$ cat src/rtl/alu_share_ctrl.sv
// Round-robin arbiter/sequencer sharing one ALU between two requesters.
// Optional macro ALU_SHARE_OPCHECK_EN: undefined opcodes 3'b100/3'b101 yield a zeroed, error-flagged response.
module alu_share_ctrl #(
  parameter int WIDTH = 32
) (
  input  logic             clk,
  input  logic             reset,
  input  logic             req0_valid,
  output logic             req0_ready,
  input  logic [WIDTH-1:0] req0_a,
  input  logic [WIDTH-1:0] req0_b,
  input  logic [2:0]       req0_gin,
  input  logic             req1_valid,
  output logic             req1_ready,
  input  logic [WIDTH-1:0] req1_a,
  input  logic [WIDTH-1:0] req1_b,
  input  logic [2:0]       req1_gin,
  output logic [WIDTH-1:0] alu_a,
  output logic [WIDTH-1:0] alu_b,
  output logic [2:0]       alu_gin,
  input  logic [WIDTH-1:0] alu_sum,
  input  logic [1:0]       alu_status,
  output logic             rsp_valid,
  input  logic             rsp_ready,
  output logic             rsp_id,
  output logic [WIDTH-1:0] rsp_sum,
  output logic [1:0]       rsp_status,
  output logic             rsp_err
);

  typedef enum logic [1:0] {IDLE, EXEC, RESP} state_t;

  state_t             state_q, state_d;
  logic               last_q;
  logic               grant0, grant1, accept;
  logic [WIDTH-1:0]   a_sel, b_sel;
  logic [2:0]         gin_sel, gin_fwd;
  logic [WIDTH-1:0]   alu_a_q, alu_b_q;
  logic [2:0]         alu_gin_q;
  logic               rsp_id_q;
  logic [WIDTH-1:0]   rsp_sum_q;
  logic [1:0]         rsp_status_q;

  always_comb begin
    state_d = state_q;
    grant0  = 1'b0;
    grant1  = 1'b0;
    unique case (state_q)
      IDLE: begin
        // last_q == 1 means requester 1 won the previous grant, so 0 wins a tie
        if (req0_valid && (!req1_valid || last_q)) grant0 = 1'b1;
        else if (req1_valid)                       grant1 = 1'b1;
        if (grant0 || grant1) state_d = EXEC;
      end
      EXEC: state_d = RESP;
      RESP: if (rsp_ready) state_d = IDLE;
      default: state_d = IDLE;
    endcase
  end

  assign accept     = (grant0 || grant1) && !reset;
  assign req0_ready = grant0 && !reset;
  assign req1_ready = grant1 && !reset;

  assign a_sel   = grant1 ? req1_a   : req0_a;
  assign b_sel   = grant1 ? req1_b   : req0_b;
  assign gin_sel = grant1 ? req1_gin : req0_gin;

`ifdef ALU_SHARE_OPCHECK_EN
  logic illegal;
  logic bad_q;
  logic rsp_err_q;

  assign illegal = (gin_sel[2:1] == 2'b10);
  assign gin_fwd = illegal ? 3'b000 : gin_sel;
  assign rsp_err = rsp_err_q;

  always_ff @(posedge clk) begin
    if (reset) begin
      bad_q     <= 1'b0;
      rsp_err_q <= 1'b0;
    end else begin
      if (accept)            bad_q     <= illegal;
      if (state_q == EXEC)   rsp_err_q <= bad_q;
    end
  end
`else
  assign gin_fwd = gin_sel;
  assign rsp_err = 1'b0;
`endif

  always_ff @(posedge clk) begin
    if (reset) begin
      state_q      <= IDLE;
      last_q       <= 1'b1;
      alu_a_q      <= '0;
      alu_b_q      <= '0;
      alu_gin_q    <= 3'b000;
      rsp_id_q     <= 1'b0;
      rsp_sum_q    <= '0;
      rsp_status_q <= 2'b00;
    end else begin
      state_q <= state_d;
      if (accept) begin
        alu_a_q   <= a_sel;
        alu_b_q   <= b_sel;
        alu_gin_q <= gin_fwd;
        last_q    <= grant1;
        rsp_id_q  <= grant1;
      end
      // Capture the ALU output at the end of the evaluation cycle
      if (state_q == EXEC) begin
`ifdef ALU_SHARE_OPCHECK_EN
        rsp_sum_q    <= bad_q ? '0    : alu_sum;
        rsp_status_q <= bad_q ? 2'b01 : alu_status;
`else
        rsp_sum_q    <= alu_sum;
        rsp_status_q <= alu_status;
`endif
      end
    end
  end

  assign alu_a      = alu_a_q;
  assign alu_b      = alu_b_q;
  assign alu_gin    = alu_gin_q;
  assign rsp_valid  = (state_q == RESP);
  assign rsp_id     = (state_q == IDLE) ? 1'b0 : rsp_id_q;
  assign rsp_sum    = rsp_sum_q;
  assign rsp_status = rsp_status_q;

endmodule

$ cat config.mk
export PLATFORM = sky130hd
export DESIGN_NAME = alu_share_ctrl
export DESIGN_NICKNAME = d
export VERILOG_FILES = /design/src/rtl/alu_share_ctrl.sv
export SDC_FILE = /design/constraint.sdc
export NUM_CORES = 1
export LEC_CHECK = 0
export CAP_MARGIN = 10
export CORE_MARGIN = 4
export CORE_UTILIZATION = 41
export DETAILED_ROUTE_END_ITERATION = 10
export GPL_ROUTABILITY_DRIVEN = 0
export GPL_TIMING_DRIVEN = 0
export PLACE_DENSITY_LB_ADDON = 0.3
export SLEW_MARGIN = 40
export SYNTH_ARGS = -nofsm -noshare
export SYNTH_HDL_FRONTEND = slang
export SYNTH_SLANG_ARGS = --single-unit
$ cat constraint.sdc
create_clock -name clk -period 3.36 [get_ports clk]
set_clock_uncertainty 0.1 [all_clocks]
set_input_delay 1.008 -clock clk [delete_from_list [all_inputs] [get_ports clk]]
set_output_delay 1.008 -clock clk [all_outputs]
set_load 0.02 [all_outputs]
# Yosys cells after proc, flatten, opt, wreduce, memory -nomap -nowiden
# Index checks and enable logic that the tools add are counted.
# op_classes
add_sub_neg	0
mul	0
div_mod_pow	0
magnitude_cmp	0
n_eq_ne	4
n_shift	0
muxes	14
n_bitwise	0
n_reduce_logical	11
# op_table
operator	n
32-bit 2-to-1 mux	2
1-bit 2-to-1 mux	8
2-bit case mux with 3 select lines	1
1-bit logical AND	4
2-bit 2-to-1 mux	2
1-bit logical OR	3
3-bit 2-to-1 mux	1
2-bit by 1-bit == test with 1-bit output (second input constant)	1
2-bit == test (second input constant)	1
1-bit zero test	2
2-bit zero test	1
2-bit by 1-bit inequality test with 1-bit output (second input constant)	1
2-bit inequality test (second input constant)	1
2-bit AND reduction	1
# word_totals
reg_bits	105
latchBits	0
ram_bits	0
rom_bits	0
input_bits	173
out_inout_bits	106
wordCells	37
memories	0

# Logic depth before layout (Yosys ltp)
# depth
ltp_word	8
mapped_depth	6
ltp_nobuf	3

# Worst setup path after synthesis
# Ideal clock, no wire load.
# synth_timing
path_type	input port to output port
start	input req1_valid
end	output req1_ready
arrival_ps	1788
required_ps	2252
slack_ps	464
cell_stages	5
path_buffers	3
path_cell_list	a21boi_2 buf_4 buf_8 buf_8 and2_1
# synth_between
elab_chain_len	7
elab_cells_between_ends	8
classes_between	mux: 4; reduce/logical: 4
# synth_lines
element	line	rtl
start, declared	13	input logic req1_valid,
1-bit zero test	51	if (req0_valid && (!req1_valid || last_q)) grant0 = 1'b1;
1-bit logical OR	51	
1-bit logical AND	51	
1-bit 2-to-1 mux (*)	51	
1-bit 2-to-1 mux (*) (2 in series)	48	unique case (state_q)
1-bit logical AND (*)	63	assign req1_ready = grant1 && !reset;
end, declared	14	output logic req1_ready,
# Every way passes the cells marked *; elsewhere a longest branch is shown, timed or not. The select of a mux whose other input is x is not followed.

# Worst setup path after layout
# layout_timing
start	input reset
end	output req0_ready
# layout_between
elab_chain_len	2
# layout_lines
element	line	rtl
start, declared	7	input logic reset,
1-bit zero test	62	assign req0_ready = grant0 && !reset;
1-bit logical AND	62	
end, declared	9	output logic req0_ready,
# Every way passes these cells.

==> summary.md <==
| Metric | Value |
|---|---|
| Synthesized cell area | `4690 µm²` |
| Max-Cap Viols | `0` |
| Clock Latency Late Sink | `0.33 ns` |
| Share of cells above drive strength 1 | `6.22%` |
| Synth warnings | `0` |
| Cells after Synth | `464` |
| Sequential share of the synthesized area | `44.8%` |
| Die Area | `13200 µm²` |
| Starting Density | `42.5%` |
| Number of global-route vias before repair | `4566` |
| Max-slew violations | `0` |
| Pwr Density | `454 nW/µm²` |
| Post-route ant nets | `0` |
| Hold worst-path end | `rsp_sum[5]` |
| Worst r2r path cells | `7` |
| CTS tree | `yes` |
| Final min period | `3.18 ns` |
| CP max FO | `6` |
| Yosys top cell area share | `44.8%` |
| DRC | `0` |
| Antenna violations before repair | `2` |
| Total Power | `3.62 mW` |
| Peak supply drop | `0.254 mV` |
| Boundary pin count | `279` |
| Fmax | `0.314 GHz` |
| Worst endpoint required time | `2.25 ns` |
| Layout Nets | `925` |
| Clock sinks | `105` |
| Clock-pin slew on the worst setup and hold paths | `0.06 ns` |
| 1st-iter DRT viols | `98` |
| Clk buf depth | `2` |
| Crit path arrival time | `2.07 ns` |
| Final period utilization | `94.7%` |
| Post-CTS Hold Fix Bufs | `0` |
| Yosys top cell by area | `dfxtp_1` |
| Worst Setup End Kind | `primary output` |
| Core ar. | `11000 µm²` |
| First-pass GRT wire length | `22400 µm` |
| Syn avg cell area | `10.1 µm²` |
| Netlist cell types | `22` |
| Filler Cell Count | `813` |
| Largest net degree at the start of global routing | `19` |
| Multi-input gate area | `2320 µm²` |
| # port buffers | `277` |
| Die Height | `115 µm` |
| Reg2reg setup slack | `1.45 ns` |
| Setup TNS | `0 ns` |
| Final hold viol count | `0` |
| Post-Syn Nets | `637` |
| Vias | `4332` |
| DR WL/cell | `16.5 µm` |
| Final Setup Violations | `0` |
| Post-synthesis register bit count | `105` |
| # rows | `38` |
| DP HPWL | `12100 µm` |
| Outcome | `finished clean` |
| Hold WC Path Type | `reg -> reg` |
| R2R Path Start | `last_q` |
| Crit path from | `reset` |
| CTS buffer count | `9` |
| Routed wire length | `14900 µm` |
| Total gr overflow | `0` |
| Drt first pass iters | `4` |
| Reg2reg end | `alu_b[30]` |
| Gr usage total | `21.4%` |
| WHS Path Cells | `2` |
| Pleak | `3.07 nW` |
| Layout area overhead | `69.6%` |
| Worst hold path startpoint | `rsp_sum[5]` |
| DIE WIDTH | `115 µm` |
| Seq. cell area | `2100 µm²` |
| H-tree depth | `3` |
| Crit start category | `input pin` |
| Vias per inst | `4.82` |
| Synth top area cells | `dfxtp_1, mux2i_1, nand2b_1, nand2_1, a21oi_1` |
| Unrepaired setup endpoints after global routing | `no` |
| CTS root buf | `clkbuf_16` |
| Setup CP Type | `in -> out` |
## logic make-up after synthesis
kind of cell / after synthesis / share of synthesized area [%]
muxes: 134 / 28.6
other: 1 / 0.0799
buffers and inverters: 36 / 5.74
and+or+nand+nor: 149 / 16.3
AOI/OAI and AO/OA: 39 / 4.51
DFF: 105 / 44.8
## report_power, final
group	internal, mW	switching (mW)	total, mW	leakage, nW
clock network	0.672	0.445	1.12	0.156
registers	1.38	0.0732	1.45	0.866
logic	0.578	0.469	1.05	2.04
## through the flow
| step | hold slack, ns | util (%) | cell area (µm²) | worst slack, ns | instances |
|---|---|---|---|---|---|
| 6_report | 0.358 | 72.1 | 7960 | 0.179 | 898 |
| 2_1_floorplan | 0.346 | - | 4690 | 0.464 | 464 |
| 3_3_place_gp | 0.343 | 69.2 | 7640 | -0.794 | 881 |
| 3_5_place_dp | 0.350 | 69.2 | 7640 | -0.788 | 881 |
| 5_1_grt | 0.382 | 72.1 | 7960 | 0.107 | 898 |
| 4_1_cts | 0.359 | 72.1 | 7950 | 0.0286 | 896 |
## synthesized netlist by cell type, drive strengths merged
library cell  instances
mux2i               134
dfxtp               105
nand2b               70
nand2                69
a21oi                35
buf                  29
clkbuf                7
nor2b                 3
nor2                  2
a211o                 1
a21boi                1
a32oi                 1
and2                  1
and3                  1
conb                  1
nor3                  1
nor4b                 1
o21a                  1
or3b                  1
## critical path, cell delays in order
cell	delay (ns)
dlygate4sd2_1	0.33
nor3_2	0.20
and3_1	0.18
dlygate4sd2_1	0.35
## final cells by class
type                       count  area share (%)
antenna                        2          0.0629
buffer                        35            3.25
clock buffer                  11            3.05
clock inverter                 4           0.975
multi-input combinational    323            29.2
sequential                   105            26.4
tap                          140            2.20
timing repair buffer         278            34.9
## timing repair
| item | CTS | global route |
|---|---|---|
| cloned | 0 | 0 |
| buffers inserted | 1 | 0 |
| endpoints found under the setup margin | 2 | 1 |
| endpoints found under the hold margin | 0 | 0 |
| pin swaps | 0 | 0 |
| gates resized for setup | 9 | 1 |
## state kept, by name, indices dropped and copies added (netlist names)
signal,cells
alu_a,32
alu_b,32
rsp_sum,32
alu_gin,3
rsp_status,2
state_q,2
last_q,1
rsp_id_q,1
## how the worst max path moves through the flow
stage                  to  slack [ns]  cells after the start
6_report       req0_ready        0.18                      4
4_1_cts        req1_ready        0.03                      6
3_5_place_dp   req1_ready       -0.79                      7
2_1_floorplan  req1_ready        0.46                      5
3_3_place_gp   req1_ready       -0.79                      7
5_1_grt        req0_ready        0.11                      4
## layer usage
| metal | part of all wire [%] | up-vias | global-route usage (%) |
|---|---|---|---|
| met2 | 51 | 177 | 40.6 |
| met4 | 1.9 | 0 | 6.42 |
| li1 | - | 2138 | - |
| met3 | 9.9 | 21 | 7.16 |
| met1 | 37 | 1996 | 22.2 |
| met5 | 0 | - | 0 |
## cell usage in the layout (no fill, tap or decap), drive strengths merged
master / synthesis / final
clkdlybuf4s50: 0 / 272
mux2i: 134 / 134
dfxtp: 105 / 105
nand2b: 70 / 70
nand2: 69 / 69
a21oi: 35 / 35
buf: 29 / 30
clkbuf: 7 / 18
nor2b: 3 / 3
dlygate4sd2: 0 / 3
diode: 0 / 2
nor2: 2 / 2
bufinv: 0 / 2
clkinv: 0 / 2
a21boi: 1 / 1
nor3: 1 / 1
and2: 1 / 1
and3: 1 / 1
o21a: 1 / 1
or3b: 1 / 1
nor4b: 1 / 1
a211o: 1 / 1
a32oi: 1 / 1
conb: 1 / 1
dlymetal6s2s: 0 / 1
(Power assumes the default switching activity.)
